`src/rtl/simd_mem_pkg.sv`:
```
// Shared types and constants for the scalar/vector data-memory arbiter.
package simd_mem_pkg;
    localparam int LANES          = 8;
    localparam int LANE_W         = 32;
    localparam int BYTES_PER_WORD = 4;

    typedef enum logic [2:0] {
        IDLE,
        S_ISSUE,
        S_WAIT,
        S_RESP,
        V_BURST,
        V_WAIT,
        V_RESP
    } state_t;

    typedef enum logic {
        SCALAR = 1'b0,
        VEC    = 1'b1
    } grant_t;
endpackage

```
`src/rtl/simd_mem_arbiter_rr_arb2.sv`:
```
// Two-requester round-robin picker; req[0] is scalar, req[1] is vector.
module rr_arb2 (
    input  logic       clk,
    input  logic       reset,
    input  logic [1:0] req,
    input  logic       update,
    output logic [1:0] gnt
);
    import simd_mem_pkg::*;

    grant_t r_last_grant;

    // On contention the requester that did not win last time goes first.
    always_comb begin
        gnt = req;
        if (req == 2'b11) begin
            gnt = (r_last_grant == VEC) ? 2'b01 : 2'b10;
        end
    end

    always_ff @(posedge clk) begin
        if (reset) begin
            r_last_grant <= VEC;
        end else if (update && (gnt != 2'b00)) begin
            r_last_grant <= gnt[1] ? VEC : SCALAR;
        end
    end
endmodule

```
`src/rtl/simd_mem_arbiter.sv`:
```
// Shares one 32-bit synchronous data RAM port between the scalar and vector
// memory stages; vector accesses are serialised into LANES word beats.
module simd_mem_arbiter #(
    parameter int ADDR_W = 32,
    parameter int LANE_W = simd_mem_pkg::LANE_W,
    parameter int LANES  = simd_mem_pkg::LANES
) (
    input  logic                    clk,
    input  logic                    reset,
    input  logic                    s_req,
    input  logic                    s_we,
    input  logic [ADDR_W-1:0]       s_addr,
    input  logic [LANE_W-1:0]       s_wdata,
    output logic [LANE_W-1:0]       s_rdata,
    output logic                    s_ready,
    input  logic                    v_req,
    input  logic                    v_we,
    input  logic [ADDR_W-1:0]       v_addr,
    input  logic [LANES*LANE_W-1:0] v_wdata,
    output logic [LANES*LANE_W-1:0] v_rdata,
    output logic                    v_ready,
    output logic                    mem_we,
    output logic [ADDR_W-1:0]       mem_addr,
    output logic [LANE_W-1:0]       mem_wdata,
    input  logic [LANE_W-1:0]       mem_rdata,
    output logic                    stall
);
    import simd_mem_pkg::*;

    localparam int VEC_W = LANES * LANE_W;
    localparam int CNT_W = (LANES > 1) ? $clog2(LANES) : 1;

    function automatic logic [ADDR_W-1:0] word_align(input logic [ADDR_W-1:0] a);
        return a & ~ADDR_W'(BYTES_PER_WORD - 1);
    endfunction

    state_t              r_state;
    logic                r_we;
    logic [ADDR_W-1:0]   r_addr;
    logic [VEC_W-1:0]    r_vwdata;
    logic [CNT_W-1:0]    r_beat;
    logic [CNT_W-1:0]    r_cap;
    logic [LANE_W-1:0]   r_s_rdata;
    logic [VEC_W-1:0]    r_v_rdata;
    logic                r_s_ready;
    logic                r_v_ready;
    logic                r_mem_we;
    logic [ADDR_W-1:0]   r_mem_addr;
    logic [LANE_W-1:0]   r_mem_wdata;

    logic [1:0]          w_gnt;
    logic                w_arb_update;
    logic [CNT_W-1:0]    w_beat_nx;
    logic [ADDR_W-1:0]   w_beat_addr;
    logic                w_last_beat;

    assign w_arb_update = (r_state == IDLE);
    assign w_beat_nx    = r_beat + CNT_W'(1);
    assign w_beat_addr  = r_addr + (ADDR_W'(w_beat_nx) << 2);
    assign w_last_beat  = (r_beat == CNT_W'(LANES - 1));

    rr_arb2 u_arb (
        .clk    (clk),
        .reset  (reset),
        .req    ({v_req, s_req}),
        .update (w_arb_update),
        .gnt    (w_gnt)
    );

    // RAM port, ready pulses and read-data registers are all registered; the
    // port returns to zero in every state that is not actively issuing.
    always_ff @(posedge clk) begin
        if (reset) begin
            r_state     <= IDLE;
            r_we        <= 1'b0;
            r_addr      <= '0;
            r_vwdata    <= '0;
            r_beat      <= '0;
            r_cap       <= '0;
            r_s_rdata   <= '0;
            r_v_rdata   <= '0;
            r_s_ready   <= 1'b0;
            r_v_ready   <= 1'b0;
            r_mem_we    <= 1'b0;
            r_mem_addr  <= '0;
            r_mem_wdata <= '0;
        end else begin
            r_s_ready   <= 1'b0;
            r_v_ready   <= 1'b0;
            r_mem_we    <= 1'b0;
            r_mem_addr  <= '0;
            r_mem_wdata <= '0;
            case (r_state)
                IDLE: begin
                    if (w_gnt[0]) begin
                        r_we        <= s_we;
                        r_addr      <= word_align(s_addr);
                        r_mem_we    <= s_we;
                        r_mem_addr  <= word_align(s_addr);
                        r_mem_wdata <= s_wdata;
                        r_state     <= S_ISSUE;
                    end else if (w_gnt[1]) begin
                        r_we        <= v_we;
                        r_addr      <= word_align(v_addr);
                        r_vwdata    <= v_wdata;
                        r_beat      <= '0;
                        r_cap       <= '0;
                        r_mem_we    <= v_we;
                        r_mem_addr  <= word_align(v_addr);
                        r_mem_wdata <= v_wdata[LANE_W-1:0];
                        r_state     <= V_BURST;
                    end
                end
                S_ISSUE: begin
                    if (r_we) begin
                        r_s_ready <= 1'b1;
                        r_state   <= S_RESP;
                    end else begin
                        r_state   <= S_WAIT;
                    end
                end
                S_WAIT: begin
                    r_s_rdata <= mem_rdata;
                    r_s_ready <= 1'b1;
                    r_state   <= S_RESP;
                end
                V_BURST: begin
                    // Read data for beat b arrives during beat b+1.
                    if (!r_we && (r_beat != '0)) begin
                        r_v_rdata[int'(r_cap)*LANE_W +: LANE_W] <= mem_rdata;
                        r_cap <= r_cap + CNT_W'(1);
                    end
                    if (w_last_beat) begin
                        if (r_we) begin
                            r_v_ready <= 1'b1;
                            r_state   <= V_RESP;
                        end else begin
                            r_state   <= V_WAIT;
                        end
                    end else begin
                        r_beat      <= w_beat_nx;
                        r_mem_we    <= r_we;
                        r_mem_addr  <= w_beat_addr;
                        r_mem_wdata <= r_vwdata[int'(w_beat_nx)*LANE_W +: LANE_W];
                    end
                end
                V_WAIT: begin
                    r_v_rdata[int'(r_cap)*LANE_W +: LANE_W] <= mem_rdata;
                    r_v_ready <= 1'b1;
                    r_state   <= V_RESP;
                end
                S_RESP, V_RESP: begin
                    r_state <= IDLE;
                end
                default: begin
                    r_state <= IDLE;
                end
            endcase
        end
    end

    assign s_rdata   = r_s_rdata;
    assign s_ready   = r_s_ready;
    assign v_rdata   = r_v_rdata;
    assign v_ready   = r_v_ready;
    assign mem_we    = r_mem_we;
    assign mem_addr  = r_mem_addr;
    assign mem_wdata = r_mem_wdata;
    assign stall     = (s_req & ~r_s_ready) | (v_req & ~r_v_ready);
endmodule

```
`config.mk`:
```
export PLATFORM = sky130hd
export DESIGN_NAME = simd_mem_arbiter
export DESIGN_NICKNAME = d
export VERILOG_FILES = /design/src/rtl/simd_mem_pkg.sv /design/src/rtl/simd_mem_arbiter_rr_arb2.sv /design/src/rtl/simd_mem_arbiter.sv
export SDC_FILE = /design/constraint.sdc
export NUM_CORES = 1
export LEC_CHECK = 0
export BUFFER_PORTS_ARGS = -buffer_cell sky130_fd_sc_hd__buf_2
export CAP_MARGIN = 10
export CORE_AREA = 5 5 286 288
export CTS_CLUSTER_DIAMETER = 100
export DETAILED_ROUTE_END_ITERATION = 8
export DIE_AREA = 0 0 291 293
export PLACE_DENSITY_LB_ADDON = 0.12
export SLEW_MARGIN = 20
export SYNTH_ARGS = -nofsm -noshare
export SYNTH_HDL_FRONTEND = slang
export SYNTH_SLANG_ARGS = --single-unit
export TNS_END_PERCENT = 5
```
`constraint.sdc`:
```
create_clock -name clk -period 3.8 [get_ports clk]
set_input_delay 0.95 -clock clk [delete_from_list [all_inputs] [get_ports clk]]
set_output_delay 0.95 -clock clk [all_outputs]
set_load 0.03 [all_outputs]
```
==> metrics.md, run 1 <==
| Metric | Value |
|---|---|
| Slew Viols, Final | `0` |
| Layout cells sized above 1 | `27.5%` |
| Vias/cell | `5.01` |
| Fmax achieved | `346 MHz` |
| DP HPWL | `72100 microns` |
| Most frequent cell on the critical path | `ha_1` |
| Area of the multi-input gates | `11800 sq um` |
| Root Buffer | `clkbuf_16` |
| DR vias | `23693` |
| Clock sinks | `650` |
| CTS buffer count | `74` |
| Worst Path Max Fanout | `15` |
| CP delay by family, top | `simple AND/OR/NAND/NOR gates` |
| Clock skew | `0.0323 ns` |
| CP max stage delay | `0.79 ns` |
| CTS tree | `yes` |
| Total Routing Usage GR | `22.8%` |
| Die Ht | `293 microns` |
| Top Ports | `746` |
| Busiest grt layer | `met2` |
| # port buffers | `739` |
| Most frequent cells in the layout | `845 x nand2_1, 738 x buf_2, 649 x dfxtp_1` |
| Hold path cells | `2` |
| Reg2reg path depth | `8` |
| RR Startpoint | `r_cap[1]$_SDFFE_PP0P_` |
| Worst-Margin Slew | `1.08 ns` |
| Initial Utilization | `33.2%` |
| GR Util met3 | `5.71%` |
| Vias in the first global route | `23171` |
| WP data required | `4.34 ns` |
| Ys flop type | `dfxtp_1` |
| WS Path Type | `flop to flop` |
| Slowest CP cell | `nor4b_4` |
| Post-synthesis async set-or-reset flop share | `0%` |
| Yosys cell types | `60` |
| Die width | `291 microns` |
| Fillers | `8019` |
| First-pass DRT Iterations | `6` |
| Worst Hold Class | `flop to flop` |
| Fin util | `41.9%` |
| Row cnt | `103` |
| Leakage power | `13.1 nW` |
| Met2 GRT Util | `38.4%` |
| Gpl congestion | `0.826` |
| Unrepaired setup endpoints after global routing | `no` |
| Yosys reg bits | `650` |
| Final hold vios | `0` |
| Sequential fraction of the synthesis area | `49.8%` |
| Layout area overhead | `26.1%` |
| Post-CTS setup buffer count | `0` |
| Initial antenna violation count | `6` |
| Tmin final | `2.89 ns` |
| Crit path DAT | `3.43 ns` |
| Power Density | `554 nW/um^2` |
| CP Capture Type | `flop` |
| Hold-fix buffers, CTS | `0` |
| Status | `complete, no violations` |
| First-pass GRT wire length | `152000 microns` |
| Routed Wire Length | `103000 microns` |
| Final ANT Viol Nets | `0` |
| Post-DP Area | `30400 sq um` |
| Reg clk slew, reported paths | `0.06 ns` |
| Commonest non-fill, non-tap cell in the layout | `nand2_1` |
| Slew margin rel. | `28.1%` |
| Mean area per synthesized cell | `8.60 sq um` |
| EDFF count, synth | `0` |
| Synth Cell Area | `26100 sq um` |
| Setup_tns | `0 ns` |
| CP bufs+invs | `1` |
| Die area | `85300 sq um` |
| Yosys warnings | `0` |
| WL/cell | `21.7 microns` |
| Core box area | `78600 sq um` |
| Register area | `13000 sq um` |
| GRT met1 Usage | `29.6%` |
| Final instance area | `32900 sq um` |
| Period utilisation layout | `76.1%` |
| Crit. Startpoint | `r_cap[1]$_SDFFE_PP0P_` |
| # resized after CTS | `0` |
| Grt ovf | `0` |
| Layout Nets | `4020` |
| Syn Inst Count | `3037` |
| Initial DRC Count | `1511` |
| Hold Startpoint | `r_vwdata[212]$_SDFFE_PP0P_` |
| Pin count of the biggest net entering global routing | `173` |
| IR drop worst, VDD | `0.281 mV` |
| Startpoint Class | `flop` |
| Number of max-cap violations | `0` |
| Latest clock arrival within the worst-skew pair | `0.62 ns` |
| H-tree depth | `3` |
| Hold slack | `0.448 ns` |
| CP Depth | `8` |
| Remaining DRCs | `0` |
| CP cell instances | `inv_1 > ha_1 > ha_1 > nand2b_1 > nor2_1 > nor4b_4 > nand3_1 > a21oi_1` |
| Clock tree buffer depth | `3` |
| Setup violations, final | `0` |
[cells in the mapped netlist, drive strengths merged, types with 7 or more instances]
cell	n	area share (%)
clkbuf	167	2.4
mux2	8	0.35
mux2i	89	3.4
nand3	168	3.2
a211oi	22	0.63
nand3b	56	1.6
o21ai	62	1.2
ha	9	0.43
buf	117	2.6
nand4	16	0.38
a21boi	32	0.92
o22ai	56	1.3
nand2b	7	0.18
mux4	64	5.5
inv	10	0.14
xor2	23	0.77
nand2	846	12
a21oi	484	9.3
nor3	15	0.40
nor2	83	1.3
dfxtp	650	50
[power by group]
group / total [mW] / leakage, nW / switching, mW / internal [mW]
registers: 7.63 / 5.28 / 0.308 / 7.33
clock network: 7.22 / 1.22 / 3.00 / 4.22
logic: 3.38 / 6.56 / 2.21 / 1.17
[metal layers]
layer  wire (microns)  vias up
li1                 -    11496
met1            43400    11323
met2            49700      765
met3             7460      109
met4             2190        0
met5                0        -
[final timing paths]
| path | endpoint | slack (ns) |
|---|---|---|
| worst max-delay path | v_rdata[126]$_SDFFE_PP0P_ | 0.91 |
| worst min-delay path | r_vwdata[212]$_SDFFE_PP0P_ | 0.45 |
| worst max register to register | v_rdata[126]$_SDFFE_PP0P_ | 0.91 |
| worst min register to register | r_vwdata[212]$_SDFFE_PP0P_ | 0.45 |
[metrics by stage]
step / cells / setup slack (ns) / total power, mW
4_1_cts: 4725 / 0.874 / 18.5
2_1_floorplan: 3038 / 0.872 / 10.0
3_3_place_gp: 4594 / 0.953 / 11.2
3_5_place_dp: 4594 / 0.882 / 11.2
5_1_grt: 4730 / 0.617 / 19.1
6_report: 4731 / 0.908 / 18.2
[area by class of cell]
| cell class | instances | share of cell area, % |
|---|---|---|
| Timing Repair Buffer | 790 | 12.9 |
| Inverter | 10 | 0.114 |
| Clock inverter | 17 | 0.600 |
| Multi-Input combinational cell | 2094 | 35.9 |
| Sequential cell | 650 | 39.5 |
| Antenna cell | 6 | 0.0456 |
| Tap cell | 1050 | 3.99 |
| Clock buffer | 114 | 6.90 |
[sequential cells by signal (all words and copies together), names as in the netlist]
name,cells
r_vwdata,256
s_rdata,32
s_ready,1
mem_wdata,32
r_we,1
u_arb.r_last_grant,1
v_rdata,256
v_ready,1
r_state,3
r_beat,3
r_addr,30
mem_addr,30
mem_we,1
r_cap,3
[worst reg2reg max path: stages (launching register included)]
cell and delay (ns):
dfxtp_1 0.48, inv_1 0.08, ha_1 0.18, ha_1 0.42
nand2b_1 0.19, nor2_1 0.36, nor4b_4 0.79, nand3_1 0.16
a21oi_1 0.17
[logic make-up after synthesis]
kind of cell,after synthesis,synth area share [%]
XOR/XNOR,29,0.973
buffers and inverters,294,5.15
multiplexers,161,9.28
flip-flops,650,49.8
adder cells (fa/ha/maj),10,0.508
AND/OR/NAND/NOR,1224,20.5
other,1,0.0144
AO/OA/AOI/OAI,668,13.8
No activity file was read; power rests on OpenSTA's default activity.
==> inputs of run 2 (changes only) <==
--- a/config.mk
+++ b/config.mk
@@ -5,12 +5,13 @@
 export SDC_FILE = /design/constraint.sdc
 export NUM_CORES = 1
 export LEC_CHECK = 0
+export ABC_AREA = 1
 export BUFFER_PORTS_ARGS = -buffer_cell sky130_fd_sc_hd__buf_2
 export CAP_MARGIN = 10
-export CORE_AREA = 5 5 286 288
+export CORE_AREA = 5 5 284 286
 export CTS_CLUSTER_DIAMETER = 100
 export DETAILED_ROUTE_END_ITERATION = 8
-export DIE_AREA = 0 0 291 293
+export DIE_AREA = 0 0 289 291
 export PLACE_DENSITY_LB_ADDON = 0.12
 export SLEW_MARGIN = 20
 export SYNTH_ARGS = -nofsm -noshare
==> constraint.sdc (replaced) <==
create_clock -name clk -period 2.3 [get_ports clk]
set_input_delay 0.575 -clock clk [delete_from_list [all_inputs] [get_ports clk]]
set_output_delay 0.575 -clock clk [all_outputs]
set_load 0.03 [all_outputs]
==> run 2 against run 1 <==
Worst hold slack got worse by 0.27 ns. Worst setup slack lost 0.83 ns. Highest routed layer is now met5. Area after synthesis rose by 5.2%. Synthesized cell count rose by 27%.
==> metrics.md, run 2 <==
| Metric | Value |
|---|---|
| Startpoint Class | `flop` |
| Setup_tns | `0 ns (unchanged)` |
| RR Endpoint | `v_rdata[235]$_SDFFE_PP0P_` |
| IR drop worst, VDD | `0.655 mV (+130%)` |
| CP max stage delay | `0.34 ns (-0.45 ns)` |
| WL/cell | `21.2 microns (-2.3%)` |
| Reg clk slew, reported paths | `0.06 ns (about the same)` |
| Initial antenna violation count | `32 (+26)` |
| Worst Hold Class | `primary input to flop` |
| Layout cells sized above 1 | `23.1% (-4.4 points)` |
| Leakage power | `15.9 nW (+22%)` |
| Hold path cells | `3 (+1)` |
| Latest clock arrival within the worst-skew pair | `0.62 ns (about the same)` |
| CP delay by family, top | `buffers and inverters` |
| Status | `complete, no violations` |
| Setup Slack @ Placement | `-0.135 ns (-1.02 ns)` |
| Endpoint, Worst Hold | `r_vwdata[184]$_SDFFE_PP0P_` |
| WS Path Type | `flop to flop` |
| DP HPWL | `85100 microns (+18%)` |
| Share of the synthesized area in the top cell type | `47.4% (-2.5 points)` |
| Yosys cell types | `39 (-35%)` |
| Reg2reg path depth | `9 (+1)` |
| First-pass DRT Iterations | `6 (unchanged)` |
| Ys flop type | `dfxtp_1` |
| Vias/cell | `5.06 (+1.1%)` |
| Root Buffer | `clkbuf_16` |
| Tmin final | `2.22 ns (-0.674 ns)` |
| # port buffers | `739 (unchanged)` |
| WP data required | `2.82 ns (-1.52 ns)` |
| Crit. Startpoint | `r_cap[1]$_SDFFE_PP0P_` |
| Layout area overhead | `28.7%` |
| Die width | `289 microns (-0.69%)` |
| Yosys warnings | `0 (unchanged)` |
| Top Ports | `746 (unchanged)` |
| Busiest grt layer | `met2` |
| Slew Viols, Final | `0 (unchanged)` |
| Core box area | `78100 sq um (-0.66%)` |
| Period utilisation layout | `96.5% (+20 points)` |
| Die Ht | `291 microns (-0.68%)` |
| Leading cell types by total area after synthesis | `dfxtp_1 47%, nor2_1 13%, o21ai_0 10%, a21oi_1 8.7%, inv_1 3.6%` |
| Pin count of the biggest net entering global routing | `132 (-24%)` |
| Commonest non-fill, non-tap cell in the layout | `nor2_1` |
| Dpl cells | `5455 (+19%)` |
| Clock tree buffer depth | `3 (unchanged)` |
| Remaining DRCs | `0 (unchanged)` |
| Slew margin rel. | `43.8% (+16 points)` |
| GR Util met3 | `6.93% (+1.2 points)` |
| Grt ovf | `0 (unchanged)` |
| Initial Utilization | `35.2% (+2.0 points)` |
| Cell accounting for the most synthesized area | `dfxtp_1` |
| Crit path DAT | `2.74 ns (-0.69 ns)` |
| Clock skew | `0.0351 ns (+0.00280 ns)` |
| CTS buffer count | `74 (unchanged)` |
| Yosys reg bits | `650 (unchanged)` |
| CP Capture Type | `flop` |
| Most frequent cell on the critical path | `inv_2` |
| Initial DRC Count | `2077 (+37%)` |
| DR vias | `28399 (+20%)` |
| Die area | `84100 sq um (-1.4%)` |
| Worst Path Max Fanout | `15 (unchanged)` |
| Worst setup margin | `0.0815 ns (-0.826 ns)` |
| Setup violations, final | `0 (unchanged)` |
| Vias in the first global route | `26524 (+14%)` |
| EDFF count, synth | `0 (unchanged)` |
| CTS tree | `yes` |
| Final hold vios | `0 (unchanged)` |
| Row cnt | `103 (unchanged)` |
| Fillers | `8163 (+1.8%)` |
| CP cell instances | `inv_1 > ha_2 > inv_2 > nand4_2 > nor2_4 > inv_2 > o21ai_1 > buf_4 > nor2_1` |
| Power Density | `1140 nW/um^2 (+110%)` |
| Layout Nets | `4886 (+22%)` |
| Clock sinks | `650 (unchanged)` |
| H-tree depth | `3 (unchanged)` |
| Routed Wire Length | `119000 microns (+16%)` |
| Sequential fraction of the synthesis area | `47.4% (-2.5 points)` |
| Mean area per synthesized cell | `7.15 sq um (-17%)` |
| First-pass GRT wire length | `171000 microns (+13%)` |
| Most frequent cells in the layout | `930 x nor2_1, 738 x buf_2, 648 x dfxtp_1` |
| Worst-Margin Slew | `0.836 ns (-0.243 ns)` |
| Synth cell count leaders | `934 x nor2_1, 650 x dfxtp_1, 551 x o21ai_0` |
| CP bufs+invs | `4 (+3)` |
| Met2 GRT Util | `41.3% (+2.9 points)` |
| Hold Startpoint | `v_wdata[184]` |
| Fmax achieved | `451 MHz (+30%)` |
| Top-count cell post-synth | `nor2_1` |
| Total Routing Usage GR | `26.5% (+3.7 points)` |
| Final ANT Viol Nets | `0 (unchanged)` |
| Reg2reg setup slack | `0.08 ns (-0.83 ns)` |
| Post-synthesis async set-or-reset flop share | `0% (unchanged)` |
| Synth Cell Area | `27500 sq um (+5.2%)` |
| Syn Inst Count | `3842 (+27%)` |
| RR Startpoint | `r_cap[1]$_SDFFE_PP0P_` |
| GRT met1 Usage | `34.4% (+4.8 points)` |
| Number of max-cap violations | `0 (unchanged)` |
| Gpl congestion | `0.899 (+8.9%)` |
| Slowest CP cell | `ha_2` |
| Unrepaired setup endpoints after global routing | `yes` |
| Non-filler cells, final | `5607 (+19%)` |
-- run 2: through the flow --
stage                     instance area (sq um)  utilization, %  power [mW]  hold slack (ns)
final                                     35400            45.3        40.2            0.176
after global routing                      35300            45.3        42.5            0.150
after CTS                                 35200            45.0        40.2            0.132
after detailed placement                  32600            41.8        27.9            0.433
after global placement                    32600            41.8        27.9            0.432
after floorplan                           27500               -        23.1            0.429
-- run 2: worst max path at each step --
| stage | to | cells past startpoint | slack (ns) |
|---|---|---|---|
| after floorplan | v_rdata[108]$_SDFFE_PP0P_ | 11 | -0.03 |
| after global placement | v_rdata[235]$_SDFFE_PP0P_ | 11 | -0.13 |
| after detailed placement | v_rdata[235]$_SDFFE_PP0P_ | 11 | -0.13 |
| after CTS | mem_wdata[28]$_SDFF_PP0_ | 8 | 0.008 |
| after global routing | v_rdata[192]$_SDFFE_PP0P_ | 8 | -0.07 |
| final | v_rdata[235]$_SDFFE_PP0P_ | 9 | 0.08 |
-- run 2: layer usage --
metal	vias to the layer above	share of wire [%]
li1	13930	-
met1	13173	42
met2	999	45
met3	273	7.8
met4	24	5.0
met5	-	0.12
-- run 2: area by class of cell --
| type | instances | area (sq um) | share of cell area [%] |
|---|---|---|---|
| Tap cell | 1050 | 1310 | 3.72 |
| Antenna cell | 16 | 40.0 | 0.113 |
| Clock inverter | 26 | 348 | 0.984 |
| Sequential cell | 650 | 13000 | 36.8 |
| Clock buffer | 105 | 2150 | 6.08 |
| Multi-Input combinational cell | 2613 | 12200 | 34.5 |
| Timing Repair Buffer | 865 | 5190 | 14.7 |
| Inverter | 282 | 1090 | 3.08 |
-- run 2: timing repair --
action / in CTS / in global routing
pin swaps: 0 / 3
buffers inserted: 0 / 3
hold buffers: 0 / 0
cloned: 0 / 2
resized for setup: 5 / 19
endpoints found under the setup margin: 5 / 116
-- run 2: kinds of logic after synthesis --
family                   Yosys count  synth area share, %
AO/OA/AOI/OAI                   1141                 21.4
flip-flops                       650                 47.4
adder cells (fa/ha/maj)           10                0.483
AND/OR/NAND/NOR                 1460                 22.2
buffers and inverters            580                 8.49
other                              1               0.0137
-- run 2: worst reg2reg max path: cells and delay by family, from the launching register on --
family / cells / cell delay, ns
buffers and inverters: 4 / 0.68
and+or+nand+nor: 3 / 0.55
adders and majority gates: 1 / 0.34
DFF: 1 / 0.32
AOI/OAI and AO/OA: 1 / 0.24
-- run 2: power by group --
part | total, mW | internal (mW) | switching, mW
sequential | 14.6 | 13.5 | 1.05
clock | 12.2 | 7.13 | 5.02
combinational | 13.4 | 4.14 | 9.30
